File: src/rtl/t5_lsu_rsp.sv
// Data-bus response stage: waits for dwb_ack, stalls the pipeline while a cycle is
// outstanding, aligns and extends load data, and aborts on timeout or illegal lanes.
module t5_lsu_rsp #(
    parameter int TMO  = 255,
    parameter int CNTW = 8
) (
    input  logic        sclk,
    input  logic        srst,
    input  logic        sena,
    input  logic        xstb,
    input  logic        xwre,
    input  logic [3:0]  xsel,
    input  logic [2:0]  xfn3,
    input  logic [4:0]  xrd,
    input  logic [31:0] dwb_dti,
    input  logic        dwb_ack,
    output logic        mstall,
    output logic [31:0] mdat,
    output logic [4:0]  mrd,
    output logic        mvld,
    output logic        merr
);

    typedef enum logic [1:0] {IDLE = 2'd0, WAIT = 2'd1, DONE = 2'd2} state_t;

    localparam logic [CNTW-1:0] TMO_C = CNTW'(TMO);
    localparam logic [CNTW-1:0] ONE_C = CNTW'(1);

    state_t          state_r;
    logic [CNTW-1:0] cnt_r;
    logic            legal_s;
    logic            complete_s;
    logic            tmo_s;
    logic            bad_s;

    function automatic logic lanes_ok(input logic wre, input logic [2:0] fn3, input logic [3:0] sel);
        logic byte_ok;
        logic half_ok;
        logic ok;
        byte_ok = (sel == 4'h1) || (sel == 4'h2) || (sel == 4'h4) || (sel == 4'h8);
        half_ok = (sel == 4'h3) || (sel == 4'hC);
        case (fn3)
            3'b000:  ok = byte_ok;
            3'b100:  ok = byte_ok && !wre;
            3'b001:  ok = half_ok;
            3'b101:  ok = half_ok && !wre;
            3'b010:  ok = (sel == 4'hF);
            default: ok = 1'b0;
        endcase
        return ok;
    endfunction

    function automatic logic [31:0] align_load(input logic [2:0] fn3, input logic [3:0] sel,
                                               input logic [31:0] dti);
        logic [7:0]  b;
        logic [15:0] h;
        logic [31:0] r;
        case (sel)
            4'h2:    b = dti[15:8];
            4'h4:    b = dti[23:16];
            4'h8:    b = dti[31:24];
            default: b = dti[7:0];
        endcase
        if (sel[3]) begin
            h = dti[31:16];
        end else begin
            h = dti[15:0];
        end
        case (fn3)
            3'b000:  r = {{24{b[7]}}, b};
            3'b100:  r = {24'd0, b};
            3'b001:  r = {{16{h[15]}}, h};
            3'b101:  r = {16'd0, h};
            default: r = dti;
        endcase
        return r;
    endfunction

    // Per-cycle decision: stall, completion, timeout or lane error.
    always_comb begin
        legal_s    = lanes_ok(xwre, xfn3, xsel);
        mstall     = 1'b0;
        complete_s = 1'b0;
        tmo_s      = 1'b0;
        bad_s      = 1'b0;
        case (state_r)
            IDLE: begin
                if (!xstb) begin
                    mstall = 1'b0;
                end else if (!legal_s) begin
                    bad_s = 1'b1;
                end else if (dwb_ack) begin
                    complete_s = 1'b1;
                end else begin
                    mstall = 1'b1;
                end
            end
            WAIT: begin
                if (!xstb) begin
                    mstall = 1'b0;
                end else if (dwb_ack) begin
                    complete_s = 1'b1;
                end else if (cnt_r == TMO_C) begin
                    tmo_s = 1'b1;
                end else begin
                    mstall = 1'b1;
                end
            end
            default: mstall = 1'b0;
        endcase
    end

    // State, timeout counter and registered writeback outputs.
    always_ff @(posedge sclk) begin
        if (srst) begin
            state_r <= IDLE;
            cnt_r   <= '0;
            mdat    <= 32'd0;
            mrd     <= 5'd0;
            mvld    <= 1'b0;
            merr    <= 1'b0;
        end else begin
            mvld <= complete_s && !xwre;
            merr <= bad_s || tmo_s;
            if (complete_s && !xwre) begin
                mdat <= align_load(xfn3, xsel, dwb_dti);
                mrd  <= xrd;
            end
            case (state_r)
                IDLE: begin
                    if (mstall) begin
                        state_r <= WAIT;
                        cnt_r   <= ONE_C;
                    end else if (complete_s && !sena) begin
                        state_r <= DONE;
                    end
                end
                WAIT: begin
                    if (mstall) begin
                        cnt_r <= cnt_r + ONE_C;
                    end else begin
                        cnt_r   <= '0;
                        // A completion under a frozen pipeline parks until sena releases it.
                        state_r <= (complete_s && !sena) ? DONE : IDLE;
                    end
                end
                DONE: begin
                    if (sena) begin
                        state_r <= IDLE;
                    end
                end
                default: begin
                    state_r <= IDLE;
                    cnt_r   <= '0;
                end
            endcase
        end
    end

endmodule

File: config.mk
export PLATFORM = sky130hd
export DESIGN_NAME = t5_lsu_rsp
export DESIGN_NICKNAME = d
export VERILOG_FILES = /design/src/rtl/t5_lsu_rsp.sv
export SDC_FILE = /design/constraint.sdc
export NUM_CORES = 1
export LEC_CHECK = 0
export ABC_AREA = 1
export CORE_AREA = 2 2 94 96
export DETAILED_ROUTE_END_ITERATION = 16
export DIE_AREA = 0 0 96 98
export MAX_ROUTING_LAYER = met4
export SETUP_SLACK_MARGIN = 0.2
export SKIP_LAST_GASP = 1
export SLEW_MARGIN = 15
export SYNTH_ARGS = -nofsm -noshare
export SYNTH_HDL_FRONTEND = slang
export SYNTH_SLANG_ARGS = --single-unit
File: constraint.sdc
create_clock -name sclk -period 2.5 [get_ports sclk]
set_input_delay 0.625 -clock sclk [delete_from_list [all_inputs] [get_ports sclk]]
set_output_delay 0.625 -clock sclk [all_outputs]
set_load 0.1 [all_outputs]
==> impl_results.md, run 1 <==
* Status: finished with violations
* Failing checks: setup timing
* Global Route Usage Sum at about a fifth
* EDFF count, synth at 0
* Placed insts at between 600 and 700
* Setup CP Type: in2out
* DP HPWL at between 7 and 8 mm
* Post-synthesis sequential area ratio at 34.33%
* Average size of a mapped cell at between 6 and 7 um2
* Root Buffer Master: clkbuf_8
* Worst IR Drop VDD at around 0.20 mV
* Final worst-path cycle share at 100.2%
* Max Slew Vio Count at 0
* CP max-delay cell: clkdlybuf4s50_1
* Inserted Clock Buffers at 5
* Post-synth top cells: nand2_1 (118), a21oi_1 (60), dfxtp_1 (49), inv_1 (47), nand3_1 (42)
* Leakage at roughly 2.0 nW
* Initial antenna violation count at 0
* Ranking of synthesized cells by area: dfxtp_1 (34%), nand2_1 (15%), a21oi_1 (11%), nand3_1 (7.4%), inv_1 (6.2%)
* Pin count of the biggest net entering global routing at 23
* Starting density of the core at between 30% and 40%
* Post-route DRC at 0
* First-pass GRT wire length at 15.52 mm
* Total number of vias at approximately 3300
* Max stage delay on crit path at about 520 ps
* IO Pins at 90
* Post-synth top flop: dfxtp_1
* Core area at ~0.0085 mm2
* Layout cells sized above 1 at between 20% and 30%
* Worst-Margin Slew at 359.1 ps
* Hold_ws at ~470 ps
* Yosys warning total at 0
* Clk_lat worst skew at 300 ps
* Syn Std Cell Area at between 0.002 and 0.003 mm2
* WL per Instance at ~14 um
* PortBufs at 89
* WL final at ~9.5 mm
* Power density over cell area at between 300 and 400 mW/mm2
* CTS H-tree depth at 2
* Kind of end point of the critical path: primary output
* DP Worst Slack at -332.5 ps
* Synth Instances at 443
* Rows at 34
* Clk_skew at just under 10 ps
* Yosys reg bits at 49
* Reg clk slew, reported paths at approximately 90 ps
* Dominant cell type by area after synthesis: dfxtp_1
* Final Hold Viols at 0
* Area delta synth->final at 50.70%
* Achievable Freq at 399.3 MHz
* Fin cells at 682
* Hold Path Class: reg2reg
* Worst-path maximum fanout at 2
* Synth unique cells at 30
* Max_cap viols at 0
* Total die area at about 0.0094 mm2
* GRT overflow at 0
* N_diodes at 0
* Launching element type of the critical path: input pin
* DR vias/cell at approximately 4.9
* Post-layout nets at 626
* Crit path DAT at 1880 ps
* Slew HR at about three quarters
* Async SR Flop Fraction at 0%
* Pre-antenna DRT Iters at 4
* Min Tclk post-route at approximately 2500 ps
* Count leader, synth: nand2_1
* Worst path cell trace: clkdlybuf4s50_1 -> inv_2 -> nor2_4 -> inv_2 -> nor2_4 -> nand3_4 -> clkinvlp_4 -> buf_12
* Cts hold-fix bufs at 0
* CTS tree: done
* Starting DRT DRC Count at around 180
* Chip width at 96 um
* Max Root-Sink Buffers at 2
* Clock Sinks at 49
* Die height at 98 um
* Final Setup Violations at 1
* Routed Antenna Nets at 0
* Placer's final routability congestion estimate at between 0.8 and 0.9
* Top cell type's share of synthesized area at around 34%
* Fin worst setup slack at -4.439 ps
* RSZ-0062 raised after global routing: yes
* Synth Net Count at 494
* Required time worst endpoint at about 1900 ps
* Number of global-route vias before repair at around 3300
* Power, Total at 1.627 mW
-- layer usage --
layer / vias to the layer above / wire [um] / track usage [%]
li1: 1717 / - / -
met3: 12 / 473 / 2.778
met5: - / 0 / -
met1: 1512 / 4442 / 28.24
met4: 0 / 148 / 5.385
met2: 91 / 4400 / 33.92
-- worst max-delay path, delay by kind of cell --
| family | cells | cell delay, ps |
|---|---|---|
| buffers and inverters | 5 | 910 |
| and+or+nand+nor | 3 | 350 |
-- sequential cells by signal, summed over array words and instances (netlist names) --
signal,count
state_r,2
mdat,32
cnt_r,8
merr,1
mrd,5
mvld,1
-- what timing repair did --
action,CTS,global route
cloned,0,0
pin swaps,12,7
setup endpoints to repair,11,1
resized for setup,37,10
setup buffers,8,5
-- power by group --
group	internal, mW	switching, mW	total (mW)
Sequential	0.787	0.00375	0.791
Combinational	0.171	0.223	0.395
Clock	0.185	0.257	0.442
Total	1.14	0.484	1.63
-- cell usage in the layout (no fill, tap or decap), types with 3 or more instances in the layout --
master / Yosys / routed
nor3_1: 6 / 4
o211ai_1: 6 / 6
clkdlybuf4s50_1: 0 / 42
nand4_1: 3 / 3
nand2_1: 118 / 111
o21a_1: 6 / 6
buf_12: 0 / 4
o21ai_1: 9 / 9
o21ai_0: 29 / 29
dfxtp_1: 49 / 47
inv_1: 47 / 41
nand2_2: 1 / 6
a21oi_1: 60 / 60
nor2_1: 20 / 16
buf_4: 1 / 91
nand3_1: 42 / 41
clkdlybuf4s15_2: 0 / 3
nand3_2: 6 / 6
inv_2: 5 / 11
nor2_4: 2 / 6
nand2_4: 1 / 3
o21bai_1: 3 / 3
clkbuf_8: 0 / 5
-- area by class of cell --
class,instances,area (um2)
fill,865,4159
multi-input combinational,319,1648
timing repair buffer,145,1256
sequential,49,983.4
inverter,55,210.2
tap,108,135.1
clock buffer,5,68.82
clock inverter,1,5.005
-- per-stage QoR --
stage               instance area (um2)  util (%)  TNS, ps
floorplan                          2885         -        0
global placement                   4054     47.89    -2032
detailed placement                 4054     47.89    -3852
CTS                                4265     50.38   -11.18
global route                       4307     50.87   -69.33
finish                             4307     50.87   -4.439
-- cell families (layout without fill, tap and decap cells) --
logic type / count (synthesis) / count (layout) / synth area share (%)
AO/OA/AOI/OAI: 114 / 114 / 21.37
adder cells (fa/ha/maj): 1 / 1 / 0.4378
buffers and inverters: 75 / 206 / 11.47
flip-flops: 49 / 49 / 34.33
AND/OR/NAND/NOR: 204 / 204 / 32.40
-- final timing paths --
check | start | slack [ps] | to | depth (start not counted)
max | xstb | -4 | mstall | 8
min | mrd[0] | 470 | mrd[0] | 2
max reg2reg | cnt_r[1] | 570 | cnt_r[7] | 14
min reg2reg | mrd[0] | 470 | mrd[0] | 2
Power figures use the tool's default switching activity.
==> run 2, diff against run 1 <==
--- a/config.mk
+++ b/config.mk
@@ -9,6 +9,7 @@
 export CORE_AREA = 2 2 94 96
 export DETAILED_ROUTE_END_ITERATION = 16
 export DIE_AREA = 0 0 96 98
+export GPL_ROUTABILITY_DRIVEN = 0
 export MAX_ROUTING_LAYER = met4
 export SETUP_SLACK_MARGIN = 0.2
 export SKIP_LAST_GASP = 1
==> run 2 against run 1 <==
The flow now finishes without violations. Register-to-register slack gained 30 ps. Cell count is 0.88% higher. Design area grew 2.2%. Highest routed layer unchanged.
==> impl_results.md, run 2 (synthesis gave the netlist of run 1 again) <==
* Max FFs per register at 32
* Setup CP Type: in2out
* CP max-delay cell: clkdlybuf4s50_1
* CTS tree: done
* Top Usage Layer GRT: met2
* Max Slew Vio Count at 0
* First-pass GRT wire length at around 16 mm
* Inserted Clock Buffers at 5
* Setup TNS at 0 ps
* DR vias/cell at around 4.8
* Clock Sinks at between 40 and 50
* Crit path DAT at around 1900 ps
* Max_cap viols at 0
* Final Setup Violations at 0
* Area delta synth->final at 54.07%
* Rows at 34
* Sw Share at 28.22%
* Leakage at 2.074 nW
* DP HPWL at 7.019 mm
* Post-layout nets at between 600 and 700
* WL per Instance at 13.89 um
* Layout cells sized above 1 at roughly a quarter
* Worst IR Drop VDD at about 0.22 mV
* Regs by FF count: mdat: 32 flops, cnt_r: 8 flops, mrd: 5 flops
* Post-route DRC at 0
* Chip width at ~96 um
* Worst-path maximum fanout at 2
* Starting density of the core at 33.76%
* GRT overflow at 0
* N_diodes at 0
* Pin count of the biggest net entering global routing at 23
* Comb power frac at about 23%
* Total number of vias at roughly 3300
* Fillers at roughly 850
* Commonest non-fill, non-tap cell in the layout: nand2_1
* PortBufs at between 80 and 90
* Worst-Margin Slew at between 400 and 500 ps
* Min Tclk post-route at 2490 ps
* Clk_skew at 10.99 ps
* Final worst-path cycle share at between 90% and 100%
* Initial antenna violation count at 0
* Global Route Usage Sum at a little over a fifth
* IO Pins at 90
* Achievable Freq at ~400 MHz
* Power density over cell area at 395.2 mW/mm2
* Status: finished, final reports clean
* Clock Power Share at approximately 32%
* Total die area at between 0.009 and 0.01 mm2
* Largest Register: mdat
* RSZ-0062 raised after global routing: yes
* Die height at between 90 and 100 um
* CTS H-tree depth at 2
* Starting DRT DRC Count at between 100 and 150
* Delay-heaviest family, CP: buffers and inverters
* DP Worst Slack at -326.9 ps
* Critical path buffers and inverters at 5
* Worst path cell trace: clkdlybuf4s50_1 -> inv_1 -> nor2_1 -> inv_1 -> nor2_4 -> nand3_4 -> clkinvlp_4 -> buf_12
* Pre-antenna DRT Iters at 4
* Core area at ~0.0085 mm2
* Fin worst setup slack at 9.803 ps
* Reg clk slew, reported paths at ~90 ps
* Max stage delay on crit path at ~480 ps
* Required time worst endpoint at approximately 1900 ps
* Root Buffer Master: clkbuf_8
* Final Hold Viols at 0
* WL final at around 9.6 mm
* Met1 usage at between 20% and 30%
* P_int at ~1.2 mW
* Max Root-Sink Buffers at 2
* Routed Antenna Nets at 0
* Number of global-route vias before repair at ~3400
* Crit-path most repeated cell: inv_1
* Hold Path Class: reg2reg
* Slew HR at 68.79%
* Most frequent cells in the layout: nand2_1 (111), buf_4 (95), a21oi_1 (60)
* Met3 Usage GRT at roughly 2.5%
* Clk_lat worst skew at 310 ps
* NetSw at 491.0 uW
* Launching element type of the critical path: input pin
* Kind of end point of the critical path: primary output
* Met2 usage at 35.36%
* Sequential share of power at a little under half
run 2: cell count changes in the layout (fill, tap and decap cells not counted), moves of 2 or more:
cell	delta
inv_1	+3
nor2_1	+2
nand3_4	+2
buf_4	+4
inv_2	-4
nand3_1	-2
run 2: layer usage:
metal	part of all wire [%]	wire length [um]	up-vias
met2	47	4503	85
met4	1.5	148	0
li1	-	-	1725
met3	4.8	463	15
met5	0	0	-
met1	46	4442	1508
run 2: worst paths after layout:
check	startpoint	depth (start not counted)	slack, ps	endpoint
hold / removal	mrd[0]	2	470	mrd[0]
hold reg to reg	mrd[0]	2	470	mrd[0]
setup / recovery	xstb	8	10	mstall
setup reg to reg	cnt_r[1]	13	600	cnt_r[0]
run 2: timing repair:
item                                    CTS  global route
hold endpoints to repair                  0             0
resized for setup                        39             5
setup buffers                            14             5
endpoints found under the setup margin   13             1
hold buffers                              0             0
pin swaps                                17             9
run 2: area by class of cell:
cell class	instances	area (um2)	share of cell area, %
well taps	108	135.1	3.069
repair buffers	150	1306	29.67
inverters	55	211.5	4.803
clock buffers	5	68.82	1.563
clock inverters	2	35.03	0.7957
multi-input cells	319	1663	37.77
flip-flops and latches	49	983.4	22.34
run 2: power groups by stage:
stage	combinational [mW]	clock, mW	sequential (mW)
3_3_place_gp	0.378	0	0.808
6_report	0.391	0.558	0.790
2_1_floorplan	0.151	0	0.854
3_5_place_dp	0.380	0	0.809
5_1_grt	0.425	0.608	0.792
4_1_cts	0.389	0.587	0.791
run 2: through the flow:
stage	hold WS (ps)	utilization [%]	power, mW	area [um2]	std cells
2_1_floorplan	472.6	-	1.006	2885	443
3_3_place_gp	451.2	47.95	1.186	4059	662
3_5_place_dp	462.1	47.95	1.188	4059	662
4_1_cts	475.5	51.52	1.767	4362	683
5_1_grt	501.9	52.01	1.824	4403	688
6_report	473.1	52.01	1.740	4403	688
run 2: worst min-delay path, cell delays in order, from the launching register on:
cell and delay, ps:
dfxtp_1 320, nand2_1 60, a21oi_1 60
